$ cat config.mk
export PLATFORM = sky130hd
export DESIGN_NAME = puls_evt_queue
export DESIGN_NICKNAME = d
export VERILOG_FILES = /design/src/rtl/puls_evt_queue.sv
export SDC_FILE = /design/constraint.sdc
export NUM_CORES = 1
export LEC_CHECK = 0
export ABC_AREA = 1
export BUFFER_PORTS_ARGS = -buffer_cell sky130_fd_sc_hd__buf_2
export CAP_MARGIN = 5
export CORE_AREA = 2 2 39 41
export CTS_CLUSTER_DIAMETER = 200
export CTS_CLUSTER_SIZE = 12
export DETAILED_ROUTE_END_ITERATION = 8
export DIE_AREA = 0 0 41 43
export PLACE_DENSITY = 0.61
export REMOVE_ABC_BUFFERS = 1
export SLEW_MARGIN = 10
export SYNTH_ARGS = -nofsm -noshare
export SYNTH_HDL_FRONTEND = slang
export SYNTH_SLANG_ARGS = --single-unit
$ cat constraint.sdc
create_clock -name clk -period 2.5 [get_ports clk]
set_input_delay 0.125 -clock clk [delete_from_list [all_inputs] [get_ports clk]]
set_output_delay 0.125 -clock clk [all_outputs]
set_load 0.02 [all_outputs]
$ cat src/rtl/puls_evt_queue.sv
// puls_evt_queue: counts event strobes and replays them one at a time as
// single-cycle pulses into a pulse handshake synchronizer, waiting for the
// synchronizer ready to go low and come back high between pulses.
// Optional watchdog enabled by defining PULS_EVT_TMO_EN: if ready never drops
// after a pulse, the FSM gives up after TMO_CYC cycles and flags o_tmo.
module puls_evt_queue #(
    parameter int CNT_W   = 4,
    parameter int TMO_CYC = 8
) (
    input  logic             clk,
    input  logic             rst_n,
    input  logic             i_evt,
    input  logic             i_ready,
    input  logic             i_ovf_clr,
    output logic             o_puls,
    output logic [CNT_W-1:0] o_pend_cnt,
    output logic             o_busy,
    output logic             o_ovf
`ifdef PULS_EVT_TMO_EN
    ,
    output logic             o_tmo
`endif
);

    typedef enum logic [1:0] {
        IDLE    = 2'd0,
        ISSUE   = 2'd1,
        WAIT_LO = 2'd2,
        WAIT_HI = 2'd3
    } state_t;

    localparam logic [CNT_W-1:0] CNT_MAX = '1;

    // Elaboration-time sanity check of the configuration.
    if (CNT_W < 1 || TMO_CYC < 1) begin : g_param_check
        $error("puls_evt_queue: CNT_W and TMO_CYC must be at least 1");
    end

    state_t           state;
    state_t           next_state;
    logic             puls_q;
    logic [CNT_W-1:0] pend_cnt;
    logic             ovf_q;
    logic             issue_go;
    logic             ovf_set;
    logic             tmo_hit;

`ifdef PULS_EVT_TMO_EN
    localparam int TMO_W = $clog2(TMO_CYC + 1);

    logic [TMO_W-1:0] tmo_cnt;
    logic             tmo_q;

    // Watchdog fires on the last allowed WAIT_LO cycle with ready still high.
    assign tmo_hit = (state == WAIT_LO) && i_ready
                     && (tmo_cnt == TMO_W'(TMO_CYC - 1));

    // Watchdog counter: counts WAIT_LO cycles with ready high, cleared elsewhere.
    always_ff @(posedge clk or negedge rst_n) begin
        if (!rst_n) begin
            tmo_cnt <= '0;
        end else if ((state == WAIT_LO) && i_ready && !tmo_hit) begin
            tmo_cnt <= tmo_cnt + TMO_W'(1);
        end else begin
            tmo_cnt <= '0;
        end
    end

    // Sticky timeout flag, cleared only by reset.
    always_ff @(posedge clk or negedge rst_n) begin
        if (!rst_n) begin
            tmo_q <= 1'b0;
        end else if (tmo_hit) begin
            tmo_q <= 1'b1;
        end
    end

    assign o_tmo = tmo_q;
`else
    assign tmo_hit = 1'b0;
`endif

    // State register.
    // NOTE: every flop here is reset asynchronously and assigned with <=, so
    // all state updates in a cycle see the same pre-edge values.
    always_ff @(posedge clk or negedge rst_n) begin
        if (!rst_n) begin
            state <= IDLE;
        end else begin
            state <= next_state;
        end
    end

    // Next-state logic for the issue / handshake sequence.
    always_comb begin
        // NOTE: default first so every path assigns next_state and no latch forms.
        next_state = state;
        unique case (state)
            IDLE:    if ((pend_cnt != '0) && i_ready) next_state = ISSUE;
            ISSUE:   next_state = WAIT_LO;
            WAIT_LO: begin
                if (!i_ready)     next_state = WAIT_HI;
                else if (tmo_hit) next_state = IDLE;
            end
            WAIT_HI: if (i_ready) next_state = IDLE;
            default: next_state = IDLE;
        endcase
    end

    // The edge entering ISSUE is the one that consumes a pending event.
    assign issue_go = (next_state == ISSUE);
    assign ovf_set  = i_evt && !issue_go && (pend_cnt == CNT_MAX);

    // Registered pulse: high exactly for the cycle spent in ISSUE.
    always_ff @(posedge clk or negedge rst_n) begin
        if (!rst_n) begin
            puls_q <= 1'b0;
        end else begin
            puls_q <= issue_go;
        end
    end

    // Pending counter: +1 per event, -1 per issue, saturating at CNT_MAX.
    always_ff @(posedge clk or negedge rst_n) begin
        if (!rst_n) begin
            pend_cnt <= '0;
        end else if (i_evt && !issue_go) begin
            if (pend_cnt != CNT_MAX) pend_cnt <= pend_cnt + CNT_W'(1);
        end else if (!i_evt && issue_go) begin
            pend_cnt <= pend_cnt - CNT_W'(1);
        end
    end

    // Sticky overflow flag; a set in the same cycle as a clear wins.
    always_ff @(posedge clk or negedge rst_n) begin
        if (!rst_n) begin
            ovf_q <= 1'b0;
        end else if (ovf_set) begin
            ovf_q <= 1'b1;
        end else if (i_ovf_clr) begin
            ovf_q <= 1'b0;
        end
    end

    // Output decode.
    always_comb begin
        o_puls     = puls_q;
        o_pend_cnt = pend_cnt;
        o_ovf      = ovf_q;
        o_busy     = (state != IDLE);
    end

endmodule
==> results.ini <==
[clock_tree]
cts_buffers = 3
path_clk_slew_ns = 0.05
cts_tree = yes
clock-sinks = 8
clkLatencyLatePin_ns = 0.25
htree_levels = 1
postCtsSetupBuffers = 0
post_cts_resized = 0
root_buffer = clkbuf_4
clockBufferDepth = 2

[final_layout]
layoutNonFillerInstCount = 85
design_area_um2 = 601
fin_nets = 79
n_antenna_cell = 0
area_delta_synth_final_pct = 21.8
drive_above_1_share = 0.348
fin_util = 0.434

[min_path]
hold_path_class = input pin to flip-flop
hold_path_startpoint = i_ovf_clr

[drt]
ant_nets = 0
vias_per_cell = 4.51
route.detailed.drc = 0
drtIter0Drc = 2
vias = 383
routed_wl_um = 842
dr.pass1.iters = 2
wl_per_cell_um = 9.91

[place]
io_buffers = 11
placed_cells = 81
hpwl_um = 681
placed_area_um2 = 568
gp_congestion = 0.735

[yosys]
yosysMostFrequentCell = nand2_1
synth_compound_area_frac = 0.0330
synth_top_family_by_area = simple AND/OR/NAND/NOR gates
synth_top_area_frac = 0.406
yosys.area_share.simple = 0.358
synth_area_um2 = 493
synth_cell_types = 19
seq_area_frac_synth = 0.406
ys_ff_latch = 8
synth_flop_cell = dfrtp_1
netlist_instances = 54
synth_commonest_cells = 9 x nand2_1, 8 x dfrtp_1, 7 x inv_1
avgSynthCellArea_um2 = 9.13
muxShareOfSynthArea = 0
yosysTopAreaCell = dfrtp_1
ys_warn_count = 0
synth_fa_ha_area_frac = 0.0914
synth_edf_count = 0
synth.top_cells.by_area = dfrtp_1 41%, nand2_1 6.9%, nand2_4 6.9%
synthArstFlopShare = 1.00
synth_xor_area_frac = 0.0355

[worst_setup_path]
critPathLaunch = o_pend_cnt[1]$_DFFE_PN0P_
end_kind = flip-flop
worstSetupStartpointType = flip-flop
crit_type = flip-flop to flip-flop
cp.arrival_ns = 2.03
regToRegStartpoint = o_pend_cnt[1]$_DFFE_PN0P_
path_max_fanout = 6
cp.required_ns = 2.64

[global_route]
grtUsageMet3 = 0.0366
grt_util_met2 = 0.163
grt_overflow_total = 0
met1_usage = 0.169
grt.total_usage = 0.127
grt_pass1_vias = 342
grt_pass1_wl_um = 1440
antenna_found_initial = 0
grt_max_degree = 9
busiest_layer = met1

[die]
ios = 12
core_region_area_um2 = 1380
start_util = 0.356
die_w_um = 41
die_area_um2 = 1760
die_h_um = 43
rows = 14

[sta]
worst_pin_slew_ns = 0.233
setup_viol = 0
relSlewSlack = 0.845
rsz0062_at_grt = no
tns_ns = 0
drv_slew = 0
post-route-min-period_ns = 1.89
fmax_ghz = 0.530
skew_ns = 0.000335
fin_crit_sh = 0.755
hold_violations = 0

[power]
power_frac_seq = 0.346
switching_share = 0.466
power.density_cell_area_nw_per_um2 = 1180
comb_power_share = 0.516
ir_drop_v = 0.000586
power_w = 0.000711
pwr-share-clk = 0.138
p_switching_w = 0.000331
p_leak_nw = 0.334
p_int_w = 0.000380

[run]
cap_violations = 0

[run_status]
status = completed

## power by group through the flow
stage,logic (W),registers (W),clock network [W]
floorplan,0.000238,0.000288,0
CTS,0.000374,0.000248,0.000101
finish,0.000367,0.000246,0.0000981
global placement,0.000365,0.000248,0
detailed placement,0.000371,0.000250,0
global route,0.000418,0.000256,0.000110
## path summary, 6_finish.rpt
check,to,slack [ns],cells after the start
setup / recovery,o_pend_cnt[3]$_DFFE_PN0P_,0.61,13
hold / removal,o_ovf$_DFFE_PN0P_,0.07,2
setup reg to reg,o_pend_cnt[3]$_DFFE_PN0P_,0.61,13
hold reg to reg,o_ovf$_DFFE_PN0P_,0.53,2
max in group asynchronous,state[1]$_DFF_PN0_,2.09,2
min in group asynchronous,o_ovf$_DFFE_PN0P_,0.24,2
## through the flow
step                worst slack, ns  hold slack, ns
floorplan                     0.652          -0.171
global placement              0.615         -0.0192
detailed placement            0.599         -0.0179
CTS                           0.585          0.0622
global route                  0.428          0.0690
finish                        0.612          0.0679
## layout make-up
cell class	instances	area, um^2
Fill cell	144	783
Clock buffer	3	22.5
Tap cell	16	20.0
Timing Repair Buffer	12	65.1
Sequential cell	8	200
Inverter	10	37.5
Multi-Input combinational cell	36	255
## cells in the final DEF, fill, tap and decap left out
| cell type | instances |
|---|---|
| nand3_4 | 1 |
| xor2_1 | 1 |
| a21oi_1 | 1 |
| inv_1 | 7 |
| dlygate4sd3_1 | 1 |
| buf_2 | 11 |
| nand2_2 | 2 |
| ha_1 | 2 |
| xnor2_1 | 1 |
| o22ai_1 | 1 |
| inv_2 | 3 |
| nand3b_1 | 1 |
| nand4_1 | 2 |
| clkbuf_4 | 3 |
| nor2_8 | 1 |
| nor2_1 | 5 |
| dfrtp_1 | 8 |
| nand2_4 | 3 |
| nand3_1 | 4 |
| fa_1 | 1 |
| o21ai_0 | 1 |
| nand2_1 | 9 |
## per-layer routing
metal,share of wire,vias up
met5,0,-
met4,0.037,0
met3,0.077,5
met2,0.39,14
met1,0.50,163
li1,-,201
## what timing repair did
| item | CTS | global route |
|---|---|---|
| hold buffers | 1 | 0 |
| endpoints found under the hold margin | 8 | 0 |
| endpoints found under the setup margin | 0 | 0 |
## worst max-delay path, stage by stage (launching register included)
cell and delay (ns):
dfrtp_1 0.45, nor2_1 0.15, nand2_2 0.08, nand2_4 0.10, nand2_2 0.10, ha_1 0.33
nand2_1 0.08, nand2_1 0.05, nor2_1 0.13, inv_1 0.05, nand2_1 0.08, nand3_1 0.08
nand2_1 0.06, nand2_1 0.04
## sequential cells by signal, indices dropped and copies added, names as in the netlist
signal	count
o_ovf	1
o_pend_cnt	4
o_puls	1
state	2
## logic make-up after synthesis
logic type / Yosys count
and+or+nand+nor: 28
buffers and inverters: 10
DFF: 8
AOI/OAI and AO/OA: 3
adders and majority gates: 3
xor gates and xnor gates: 2
(Power assumes the default switching activity.)
